`src/rtl/sd_spi_pkg.sv`:
```
// Shared types and constants for the SPI-mode SD command engine.
package sd_spi_pkg;

    typedef enum logic [2:0] {
        ST_IDLE  = 3'd0,
        ST_SEND  = 3'd1,
        ST_POLL  = 3'd2,
        ST_TAIL  = 3'd3,
        ST_FLUSH = 3'd4
    } state_e;

    localparam int         CMD_BITS   = 48;
    localparam logic [7:0] IDLE_BYTE  = 8'hFF;
    localparam logic [6:0] CRC7_POLY  = 7'h09;
    localparam int         FLUSH_BITS = 8;

    // One serial step of CRC7 (x^7 + x^3 + 1), MSB-first data.
    function automatic logic [6:0] crc7_step(input logic [6:0] crc, input logic data_bit);
        logic fb;
        fb = data_bit ^ crc[6];
        return {crc[5:0], 1'b0} ^ (fb ? CRC7_POLY : 7'h00);
    endfunction

endpackage

```
`src/rtl/sd_crc7.sv`:
```
// Serial CRC7 accumulator; used only when SD_CRC7_AUTO_EN is defined.
import sd_spi_pkg::*;

module sd_crc7 (
    input  logic       clock,
    input  logic       reset_n,
    input  logic       clear,
    input  logic       enable,
    input  logic       data_bit,
    output logic [6:0] crc
);

    always_ff @(posedge clock or negedge reset_n) begin
        if (!reset_n)
            crc <= '0;
        else if (clear)
            crc <= '0;
        else if (enable)
            crc <= crc7_step(crc, data_bit);
    end

endmodule

```
`src/rtl/sd_spi_cmd_engine.sv`:
```
// SPI-mode SD command engine: sends a 48-bit command, polls R1 and trailing bytes.
// Optional build macro SD_CRC7_AUTO_EN replaces cmd[7:0] with a computed CRC7 + end bit.
import sd_spi_pkg::*;

module sd_spi_cmd_engine #(
    parameter int CLK_DIV  = 4,
    parameter int RESP_MAX = 8
) (
    input  logic        clock,
    input  logic        reset_n,
    input  logic [47:0] cmd,
    input  logic        start,
    input  logic [2:0]  extra_bytes,
    output logic        busy,
    output logic        resp_valid,
    output logic [7:0]  resp_byte,
    output logic        timeout,
    output logic        spi_sclk,
    output logic        spi_mosi,
    input  logic        spi_miso,
    output logic        spi_cs_n
);

    localparam int DIV_W  = $clog2(CLK_DIV + 1);
    localparam int POLL_W = $clog2(RESP_MAX + 1);

    state_e            state;
    state_e            pend_state;
    logic              start_q;
    logic [47:0]       cmd_q;
    logic [2:0]        extra_cnt;
    logic [5:0]        bit_cnt;
    logic [DIV_W-1:0]  div_cnt;
    logic [POLL_W-1:0] poll_cnt;
    logic [6:0]        rx;

    logic       tick, rise, fall, accept, byte_end, tx_bit;
    logic [5:0] nxt;
    logic [7:0] rx_byte;

    assign accept   = (state == ST_IDLE) && start && !start_q;
    assign tick     = (state != ST_IDLE) && (div_cnt == DIV_W'(CLK_DIV - 1));
    assign rise     = tick && !spi_sclk;
    assign fall     = tick && spi_sclk;
    assign byte_end = (bit_cnt[2:0] == 3'(FLUSH_BITS - 1));
    assign nxt      = bit_cnt + 6'd1;
    assign rx_byte  = {rx, spi_miso};

`ifdef SD_CRC7_AUTO_EN
    logic [6:0] crc;

    sd_crc7 u_crc (
        .clock    (clock),
        .reset_n  (reset_n),
        .clear    (accept),
        .enable   (rise && (state == ST_SEND) && (bit_cnt < 6'd40)),
        .data_bit (spi_mosi),
        .crc      (crc)
    );

    // Bits 40..46 come from the CRC accumulated over the first 40 bits; bit 47 is the end bit.
    always_comb begin
        tx_bit = 1'b1;
        if (nxt < 6'd40)
            tx_bit = cmd_q[6'd47 - nxt];
        else if (nxt < 6'd47)
            tx_bit = crc[3'd6 - 3'(nxt - 6'd40)];
    end
`else
    always_comb begin
        tx_bit = 1'b1;
        if (nxt <= 6'd47)
            tx_bit = cmd_q[6'd47 - nxt];
    end
`endif

    always_ff @(posedge clock or negedge reset_n) begin
        if (!reset_n) begin
            state      <= ST_IDLE;
            pend_state <= ST_IDLE;
            start_q    <= 1'b0;
            cmd_q      <= '0;
            extra_cnt  <= '0;
            bit_cnt    <= '0;
            div_cnt    <= '0;
            poll_cnt   <= '0;
            rx         <= '0;
            busy       <= 1'b0;
            resp_valid <= 1'b0;
            resp_byte  <= IDLE_BYTE;
            timeout    <= 1'b0;
            spi_sclk   <= 1'b0;
            spi_mosi   <= 1'b1;
            spi_cs_n   <= 1'b1;
        end else begin
            start_q    <= start;
            resp_valid <= 1'b0;
            timeout    <= 1'b0;

            if (tick) begin
                div_cnt  <= '0;
                spi_sclk <= ~spi_sclk;
            end else if (state != ST_IDLE) begin
                div_cnt <= div_cnt + DIV_W'(1);
            end

            case (state)
                ST_IDLE: begin
                    if (accept) begin
                        cmd_q     <= cmd;
                        extra_cnt <= extra_bytes;
                        state     <= ST_SEND;
                        busy      <= 1'b1;
                        spi_cs_n  <= 1'b0;
                        spi_mosi  <= cmd[47];
                        bit_cnt   <= '0;
                        div_cnt   <= '0;
                        poll_cnt  <= '0;
                    end
                end
                ST_SEND: begin
                    if (fall) begin
                        if (bit_cnt == 6'(CMD_BITS - 1)) begin
                            state    <= ST_POLL;
                            bit_cnt  <= '0;
                            spi_mosi <= 1'b1;
                        end else begin
                            bit_cnt  <= nxt;
                            spi_mosi <= tx_bit;
                        end
                    end
                end
                ST_POLL, ST_TAIL: begin
                    // Decide on the 8th rising sample, move on at the byte's closing falling edge.
                    if (rise) begin
                        rx <= rx_byte[6:0];
                        if (byte_end) begin
                            if (state == ST_TAIL) begin
                                resp_valid <= 1'b1;
                                resp_byte  <= rx_byte;
                                if (extra_cnt != 3'd0)
                                    extra_cnt <= extra_cnt - 3'd1;
                                pend_state <= (extra_cnt <= 3'd1) ? ST_FLUSH : ST_TAIL;
                            end else if (!rx_byte[7]) begin
                                resp_valid <= 1'b1;
                                resp_byte  <= rx_byte;
                                pend_state <= (extra_cnt != 3'd0) ? ST_TAIL : ST_FLUSH;
                            end else if (poll_cnt == POLL_W'(RESP_MAX - 1)) begin
                                resp_valid <= 1'b1;
                                timeout    <= 1'b1;
                                resp_byte  <= IDLE_BYTE;
                                pend_state <= ST_FLUSH;
                            end else begin
                                poll_cnt   <= poll_cnt + POLL_W'(1);
                                pend_state <= ST_POLL;
                            end
                        end
                    end
                    if (fall) begin
                        bit_cnt <= nxt;
                        if (byte_end) begin
                            state   <= pend_state;
                            bit_cnt <= '0;
                            if (pend_state == ST_FLUSH)
                                spi_cs_n <= 1'b1;
                        end
                    end
                end
                ST_FLUSH: begin
                    if (fall) begin
                        bit_cnt <= nxt;
                        if (byte_end) begin
                            state   <= ST_IDLE;
                            busy    <= 1'b0;
                            bit_cnt <= '0;
                        end
                    end
                end
                default: state <= ST_IDLE;
            endcase
        end
    end

endmodule

```
`config.mk`:
```
export PLATFORM = sky130hd
export DESIGN_NAME = sd_spi_cmd_engine
export DESIGN_NICKNAME = d
export VERILOG_FILES = /design/src/rtl/sd_spi_pkg.sv /design/src/rtl/sd_crc7.sv /design/src/rtl/sd_spi_cmd_engine.sv
export SDC_FILE = /design/constraint.sdc
export NUM_CORES = 1
export LEC_CHECK = 0
export BUFFER_PORTS_ARGS = -buffer_cell sky130_fd_sc_hd__buf_2
export CAP_MARGIN = 40
export CORE_UTILIZATION = 50
export DETAILED_ROUTE_END_ITERATION = 6
export PLACE_DENSITY = 0.84
export REMOVE_ABC_BUFFERS = 1
export SYNTH_ARGS = -nofsm -noshare
export SYNTH_HDL_FRONTEND = slang
export SYNTH_SLANG_ARGS = --single-unit
```
`constraint.sdc`:
```
create_clock -name clock -period 4.9 [get_ports clock]
set_clock_uncertainty 0.05 [all_clocks]
set_input_delay 0.98 -clock clock [delete_from_list [all_inputs] [get_ports clock]]
set_output_delay 0.98 -clock clock [all_outputs]
set_load 0.01 [all_outputs]
```
==> results of run 1 <==
## cells in the final DEF, fill, tap and decap left out, drive strengths merged, types with 10 or more instances in the layout
master,n
dfstp,10
buf,72
nor2,10
mux4,13
nand2,163
o21ai,19
clkbuf,11
a21oi,11
dfrtp,82
nand3,11
## power groups by stage
stage	combinational [mW]	clock (mW)	sequential, mW
after floorplan	0.611	0	1.16
after detailed placement	0.799	0	1.22
after CTS	0.812	0.580	1.21
after global routing	0.908	0.615	1.25
after global placement	0.756	0	1.21
final	0.804	0.568	1.22
## state kept, by name, summed over array words and instances (netlist names), 3 cells and up
signal / flops
cmd_q: 48
div_cnt: 3
rx: 7
state: 3
bit_cnt: 6
resp_byte: 8
extra_cnt: 3
pend_state: 3
poll_cnt: 4
## worst max-delay path, delay by kind of cell, from the launching register on
kind	cells	cell delay (ns)
AO/OA/AOI/OAI	2	0.38
multiplexers	2	0.90
adder cells (fa/ha/maj)	2	0.96
flip-flops	1	0.64
## layout make-up
type | count | area [um2] | share of cell area (%)
sequential | 92 | 2310 | 46.2
multi-input combinational | 314 | 1940 | 38.6
inverter | 9 | 33.8 | 0.674
timing repair buffer | 72 | 373 | 7.44
clock inverter | 5 | 85.1 | 1.70
clock buffer | 11 | 141 | 2.82
tap | 105 | 131 | 2.62
## kinds of logic after synthesis
family	count (synthesis)	share of synthesized area, %
DFF	92	53.1
xor gates and xnor gates	7	1.58
adders and majority gates	8	2.30
buffers and inverters	29	2.76
and+or+nand+nor	214	21.1
muxes	25	9.68
AOI/OAI and AO/OA	60	9.39
## per-layer routing
metal | vias to the layer above | GRT usage (%)
li1 | 1601 | -
met5 | - | 0
met4 | 0 | 8.46
met2 | 85 | 33.7
met1 | 1578 | 31.5
met3 | 16 | 3.91
## worst max path at each step
stage               cells after the start                        to
floorplan                               5      spi_mosi$_DFFE_PN1P_
finish                                  6      spi_mosi$_DFFE_PN1P_
global route                            6      spi_mosi$_DFFE_PN1P_
CTS                                     6      spi_mosi$_DFFE_PN1P_
global placement                        6  resp_byte[7]$_DFFE_PN1P_
detailed placement                      6      spi_mosi$_DFFE_PN1P_
==> flow_summary.json, run 1 <==
{
  "cts_resized": 0,
  "layout-drive-gt1-share_pct": 25.2,
  "power_density_nw_per_um2": 516,
  "ir_worst_vdd_mv": 0.261,
  "post_cts_buffers": 0,
  "setup_slack_ns": 1.88,
  "switchingPower_mw": 0.884,
  "portBuffers": 68,
  "htree_levels": 3,
  "rows": 33,
  "design_area_um2": 5010,
  "grt-ovfl-total": 0,
  "critPathMaxStageDelay_ns": 0.64,
  "yosysMostFrequentCell": "nand2_1",
  "yosysSeqAreaShare_pct": 53.1,
  "gp_congestion": 0.880,
  "crit_chain": "ha_1 -> ha_1 -> mux4_2 -> mux4_2 -> a211oi_1 -> o221ai_1",
  "wl_per_cell_um": 14.8,
  "clockBufferDepth": 2,
  "synth_top_area_cell": "dfrtp_1",
  "antenna_found_initial": 0,
  "dp_slack_ns": 1.94,
  "drv_cap": 0,
  "synthToLayoutAreaGrowth_pct": 15.1,
  "hold_path.class": "register to register",
  "cpMaxStageDelayCell": "dfrtp_1",
  "cp-end-kind": "register",
  "drv_slew": 0,
  "synthTopCellsByCount": "nand2_1, dfrtp_1, o21ai_0, clkbuf_1, mux4_2",
  "p_int_mw": 1.70,
  "fillers": 701,
  "top_layer": "met4",
  "rsz0062_at_grt": "no",
  "hpwl_um": 6190,
  "via_per_inst": 5.39,
  "yosys_warnings": 0,
  "finalNonFillerCells": 608,
  "arrival_ns": 3.24,
  "hold_slack_ns": 0.432,
  "holdPathEnd": "cmd_q[34]$_DFFE_PN0P_",
  "fp.dieH_um": 95.3,
  "avgSynthCellArea_um2": 10.0,
  "dpl_cell_area_um2": 4790,
  "ys.flop_type": "dfrtp_1",
  "hold_viol_final": 0,
  "cts_made_buffers": 9,
  "syn-cell-area_um2": 4360,
  "hold_start": "cmd_q[34]$_DFFE_PN0P_",
  "wl_met2_um": 4340,
  "swShare_pct": 34.2,
  "ys_ff_latch": 92,
  "grt_usage_pct": 22.1,
  "hold_depth": 2,
  "power_mw": 2.59,
  "yosysTopAreaCellShare_pct": 47.1,
  "crit_path_start_kind": "register",
  "dieArea_um2": 9090,
  "diodes": 0,
  "tns_ns": 0,
  "pwr-share-seq_pct": 47.0,
  "drc": 0,
  "slew_headroom_pct": 40.7,
  "cts-root-buf": "clkbuf_8",
  "synth_cells": 435,
  "drtIter0Drc": 164,
  "dr.pass1.iters": 4,
  "p_leak_nw": 2.50,
  "setup.worst_path.class": "register to register",
  "drtAntennaViolNets": 0,
  "cts.sinks": 92,
  "period_minus_slack_ns": 3.02,
  "clkPwrFrac_pct": 22.0,
  "grt_max_degree": 58,
  "status": "complete, no violations",
  "fin_nets": 561,
  "pwr-share-comb_pct": 31.1,
  "ff2ff_setup_slack_ns": 1.88,
  "ys_async_sr_fraction_pct": 100,
  "grt_pass1_wl_um": 15100,
  "clk_pin_slew_ns": 0.09,
  "die_w_um": 95.3,
  "r2r_end": "spi_mosi$_DFFE_PN1P_",
  "start_util_pct": 52.2,
  "cp_data_required_time_ns": 5.12,
  "vias": 3280,
  "io_pins": 69,
  "synth.distinct_cells": 49,
  "wl_met1_um": 4120,
  "reg2reg_depth": 6,
  "setup_violations": 0,
  "clk_latency_ns": 0.36,
  "critPathMaxFanout": 15,
  "placedCellCount": 592,
  "fmax_ghz": 0.331,
  "tightest_slew_ns": 0.883,
  "cp-startpoint": "bit_cnt[0]$_DFFE_PN0P_",
  "grt_pass1_vias": 3163,
  "fin_crit_sh_pct": 61.6,
  "r2r-start": "bit_cnt[0]$_DFFE_PN0P_",
  "coreArea_um2": 8340,
  "synth_edf_count": 0,
  "utilization_pct": 60.1,
  "synth_area_leaders": "dfrtp_1, nand2_1, mux4_2",
  "wl_met3_um": 376,
  "ctsHoldBuffers": 0,
  "cts_tree": "done",
  "drt_wl_total_um": 9020
}
No activity file was read; power rests on OpenSTA's default activity.
==> run 2, diff against run 1 <==
==> constraint.sdc (replaced) <==
create_clock -name clock -period 3.1 [get_ports clock]
set_clock_uncertainty 0.05 [all_clocks]
set_input_delay 0.62 -clock clock [delete_from_list [all_inputs] [get_ports clock]]
set_output_delay 0.62 -clock clock [all_outputs]
set_load 0.01 [all_outputs]
==> run 2 against run 1 <==
Combinational power is 60% higher. Maximum frequency grew 16%. Final cell count increased by 0.49%. Non-clock buffer count rose by 3. Largest cell class unchanged. Register-to-register slack lost 1.4 ns. Critical path depth unchanged. Setup slack got worse by 1.4 ns.
==> flow_summary.json, run 2 (synthesis results as in run 1) <==
{
  "mostFrequentLayoutCells": "nand2_1, dfrtp_1, buf_2",
  "cts_tree": "done",
  "via_per_inst": 5.41,
  "fp.dieH_um": 95.3,
  "grt_pass1_vias": 3169,
  "setup.worst_path.class": "register to register",
  "critPathMaxFanout": 12,
  "drc": 0,
  "diodes": 0,
  "cts-root-buf": "clkbuf_8",
  "drt_wl_total_um": 8800,
  "drv_cap": 0,
  "clk_pin_slew_ns": 0.10,
  "hold_path.class": "input pin to asynchronous set/reset pin",
  "dp_slack_ns": 0.489,
  "critPathMaxStageDelay_ns": 0.57,
  "utilization_pct": 60.4,
  "post_cts_buffers": 0,
  "cts.sinks": 92,
  "portBuffers": 68,
  "dieArea_um2": 9090,
  "vias": 3305,
  "hold_viol_final": 0,
  "dpl_cell_area_um2": 4820,
  "reg_top3": "cmd_q (48), resp_byte (8), rx (7)",
  "cpMaxStageDelayCell": "ha_1",
  "crit_path_start_kind": "register",
  "clockBufferDepth": 2,
  "drv_slew": 0,
  "p_leak_nw": 2.52,
  "drtIter0Drc": 219,
  "rsz0062_at_grt": "no",
  "wl_met1_um": 4010,
  "clk_latency_ns": 0.37,
  "tightest_slew_ns": 0.745,
  "setup_violations": 0,
  "coreArea_um2": 8340,
  "arrival_ns": 2.82,
  "fin_crit_sh_pct": 84.0,
  "placedCellCount": 595,
  "drtAntennaViolNets": 0,
  "fin_nets": 564,
  "cp-end-kind": "register",
  "layout_commonest_cell": "nand2_1",
  "io_pins": 69,
  "ir_worst_vdd_mv": 0.373,
  "wl_met2_um": 4210,
  "wl_per_cell_um": 14.4,
  "wl_met3_um": 484,
  "design_area_um2": 5040,
  "gp_congestion": 0.905,
  "grt_max_degree": 51,
  "htree_levels": 3,
  "synthToLayoutAreaGrowth_pct": 15.7,
  "cp_data_required_time_ns": 3.32,
  "grt_usage_pct": 21.4,
  "hpwl_um": 6270,
  "power_density_nw_per_um2": 804,
  "grt_pass1_wl_um": 14800,
  "top_layer": "met4",
  "start_util_pct": 52.2,
  "grt-ovfl-total": 0,
  "status": "complete, no violations",
  "ctsHoldBuffers": 0,
  "regMostFlops": "cmd_q",
  "rows": 33,
  "finalNonFillerCells": 611,
  "cts_made_buffers": 9,
  "dr.pass1.iters": 4,
  "reg2reg_depth": 6,
  "crit_chain": "ha_1 -> ha_1 -> mux4_2 -> mux4_2 -> a211oi_1 -> o221ai_1",
  "fmax_ghz": 0.384,
  "antenna_found_initial": 0,
  "cts_resized": 0,
  "slew_headroom_pct": 50.1,
  "layout-drive-gt1-share_pct": 25.7,
  "period_minus_slack_ns": 2.60,
  "largest_reg_flops": 48,
  "setup_slack_ns": 0.497,
  "die_w_um": 95.3
}
[run 2: changes by cell type in the layout (fill, tap and decap cells not counted)]
cell        previous run  this run
buf_12                 0         1
buf_4                  5         7
inv_6                  0         2
clkbuf_8              10         9
clkinv_2               0         2
clkinvlp_4             1         0
clkinv_4               2         0
[run 2: routing by layer]
metal / track usage (%) / up-vias
met2: 32.3 / 109
li1: - / 1601
met3: 3.51 / 9
met4: 10.5 / 0
met1: 30.1 / 1586
met5: 0 / -
[run 2: cell type report]
cell class	count	area (um2)
Sequential cell	92	2310
Clock inverter	6	87.6
Timing Repair Buffer	75	408
Multi-Input combinational cell	314	1940
Clock buffer	10	128
Inverter	9	33.8
Fill cell	702	3300
Tap cell	105	131
[run 2: power by group]
| part | internal, mW | total, mW | leakage [nW] | switching (mW) |
|---|---|---|---|---|
| Sequential | 1.60 | 1.89 | 1.15 | 0.283 |
| Clock | 0.458 | 0.877 | 0.111 | 0.420 |
| Combinational | 0.626 | 1.29 | 1.26 | 0.664 |
| Total | 2.69 | 4.05 | 2.52 | 1.37 |
[run 2: worst max-delay path, delay by kind of cell (launching register included)]
kind / cells / cell delay [ns]
muxes: 2 / 0.86
adders and majority gates: 2 / 0.80
DFF: 1 / 0.41
AOI/OAI and AO/OA: 2 / 0.40
[run 2: final timing paths]
kind	from	slack, ns	end
worst max-delay path	bit_cnt[0]$_DFFE_PN0P_	0.50	spi_mosi$_DFFE_PN1P_
worst min-delay path	reset_n	0.19	cmd_q[39]$_DFFE_PN0P_
worst max register to register	bit_cnt[0]$_DFFE_PN0P_	0.50	spi_mosi$_DFFE_PN1P_
worst min register to register	cmd_q[42]$_DFFE_PN0P_	0.43	cmd_q[42]$_DFFE_PN0P_
max in group asynchronous	reset_n	2.10	spi_cs_n$_DFFE_PN1P_
min in group clock	start	0.36	start_q$_DFF_PN0_
[run 2: stage by stage]
stage | hold slack (ns) | total power, mW | setup TNS (ns)
CTS | 0.195 | 4.09 | 0
finish | 0.188 | 4.05 | 0
global placement | 0.404 | 3.13 | 0
detailed placement | 0.407 | 3.21 | 0
global route | 0.224 | 4.36 | 0
floorplan | 0.274 | 2.80 | -9.96
==> run 3, diff against run 2 <==
==> constraint.sdc (replaced) <==
create_clock -name clock -period 2.7 [get_ports clock]
set_clock_uncertainty 0.05 [all_clocks]
set_input_delay 0.54 -clock clock [delete_from_list [all_inputs] [get_ports clock]]
set_output_delay 0.54 -clock clock [all_outputs]
set_load 0.01 [all_outputs]
==> run 3 against run 2 <==
Critical path depth grew 2. Power grew 12%. Largest cell class unchanged. Clock power shrank 3.5%. Worst hold slack lost 0.050 ns. Critical path type unchanged. Non-clock buffer count grew 4.
==> flow_summary.json, run 3 (synthesis results as in run 1) <==
{
  "fin_crit_sh_pct": 88.5,
  "power_density_nw_per_um2": 899,
  "mostFrequentLayoutCells": "nand2_1, dfrtp_1, buf_2",
  "ir_worst_vdd_mv": 0.439,
  "r2r_end": "pend_state[2]$_DFFE_PN0P_",
  "r2r-start": "div_cnt[0]$_DFF_PN0_",
  "via_per_inst": 5.46,
  "post_cts_buffers": 0,
  "period_minus_slack_ns": 2.39,
  "hold_viol_final": 0,
  "start_util_pct": 52.2,
  "clockBufferDepth": 2,
  "hold_path.class": "input pin to asynchronous set/reset pin",
  "slew_headroom_pct": 58.3,
  "portBuffers": 68,
  "swShare_pct": 35.5,
  "clk_pin_slew_ns": 0.09,
  "io_pins": 69,
  "clkPwrFrac_pct": 18.7,
  "fin_nets": 568,
  "htree_levels": 3,
  "cts_made_buffers": 9,
  "switchingPower_mw": 1.61,
  "drv_slew": 0,
  "grt_pass1_vias": 3256,
  "rows": 33,
  "fmax_ghz": 0.419,
  "die_w_um": 95.3,
  "cts_tree": "done",
  "regArea_um2": 2310,
  "cts_resized": 0,
  "ff2ff_setup_slack_ns": 0.31,
  "dr.pass1.iters": 5,
  "setup.worst_path.class": "register to register",
  "pwr-share-seq_pct": 47.4,
  "dieArea_um2": 9090,
  "hpwl_um": 6290,
  "largest_reg_flops": 48,
  "diodes": 0,
  "reg2reg_depth": 8,
  "crit_path_start_kind": "register",
  "grt_pass1_wl_um": 15100,
  "drtIter0Drc": 197,
  "drv_cap": 0,
  "fillers": 714,
  "coreArea_um2": 8340,
  "rsz0062_at_grt": "no",
  "drtAntennaViolNets": 0,
  "drt_wl_total_um": 8930,
  "cp_data_required_time_ns": 2.90,
  "grt_usage_pct": 21.9,
  "grt_max_degree": 93,
  "arrival_ns": 2.59,
  "utilization_pct": 60.3,
  "grt-ovfl-total": 0,
  "synthToLayoutAreaGrowth_pct": 15.5,
  "vias": 3360,
  "clk_latency_ns": 0.37,
  "multi_input_area_um2": 1940,
  "cts-root-buf": "clkbuf_8",
  "reg_top3": "cmd_q (48), resp_byte (8), rx (7)",
  "layout-drive-gt1-share_pct": 26.3,
  "ctsHoldBuffers": 0,
  "critPathMaxFanout": 8,
  "layout_commonest_cell": "nand2_1",
  "cts.sinks": 92,
  "status": "complete, no violations",
  "finalNonFillerCells": 615,
  "pwr-share-comb_pct": 33.9,
  "fp.dieH_um": 95.3,
  "regMostFlops": "cmd_q",
  "tightest_slew_ns": 0.623,
  "antenna_found_initial": 0,
  "drc": 0,
  "p_int_mw": 2.92,
  "gp_congestion": 0.867,
  "wl_per_cell_um": 14.5,
  "placedCellCount": 599,
  "cp-end-kind": "register",
  "setup_violations": 0,
  "p_leak_nw": 2.51
}
run 3: routing by layer:
metal  part of all wire [%]  vias to the layer above  global-route usage, %  wire length, um
met2                     48                      100                   34.3             4280
met5                      0                        -                      0                0
met1                     45                     1636                   29.7             4030
met3                    5.5                       12                   4.47              489
li1                       -                     1612                      -                -
met4                    1.5                        0                   9.47              133
run 3: worst max-delay path by stage:
stage                            from                   endpoint  slack [ns]  depth (start not counted)
6_report         div_cnt[0]$_DFF_PN0_  pend_state[2]$_DFFE_PN0P_        0.31                          8
5_1_grt          div_cnt[0]$_DFF_PN0_  pend_state[2]$_DFFE_PN0P_        0.15                          8
4_1_cts        bit_cnt[0]$_DFFE_PN0P_       spi_mosi$_DFFE_PN1P_        0.33                          6
3_5_place_dp   bit_cnt[1]$_DFFE_PN0P_       spi_mosi$_DFFE_PN1P_        0.36                          6
3_3_place_gp   bit_cnt[1]$_DFFE_PN0P_       spi_mosi$_DFFE_PN1P_        0.44                          6
2_1_floorplan    state[1]$_DFFE_PN0P_       spi_mosi$_DFFE_PN1P_       -0.89                          4
run 3: layout make-up:
class / count / area share (%)
multi-input cells: 314 / 38.5
clock inverters: 6 / 0.970
well taps: 105 / 2.61
clock buffers: 10 / 2.54
inverters: 9 / 0.672
repair buffers: 79 / 8.71
flip-flops and latches: 92 / 46.0
run 3: power groups by stage:
stage | sequential [mW] | combinational [mW] | clock [mW]
floorplan | 2.11 | 1.11 | 0
global route | 2.21 | 1.75 | 0.921
finish | 2.15 | 1.53 | 0.846
CTS | 2.15 | 1.55 | 0.869
detailed placement | 2.17 | 1.55 | 0
global placement | 2.15 | 1.46 | 0
run 3: metrics by stage:
stage               area [um2]  hold slack [ns]  setup TNS (ns)  power, mW  setup slack (ns)
floorplan                 4270            0.194          -31.22       3.22            -0.891
global placement          4850            0.404               0       3.61             0.443
detailed placement        4850            0.410               0       3.72             0.355
CTS                       5030            0.177               0       4.57             0.329
global route              5030            0.200               0       4.88             0.154
finish                    5030            0.138               0       4.52             0.311
run 3: worst max-delay path: stages, from the launching register on:
cell and delay [ns]:
dfrtp_1 0.39, ha_1 0.17, ha_1 0.29, nor4bb_2 0.42, nand2_1 0.24, a21o_1 0.31, o21bai_1 0.22, o21ai_0 0.12
nor2_1 0.08
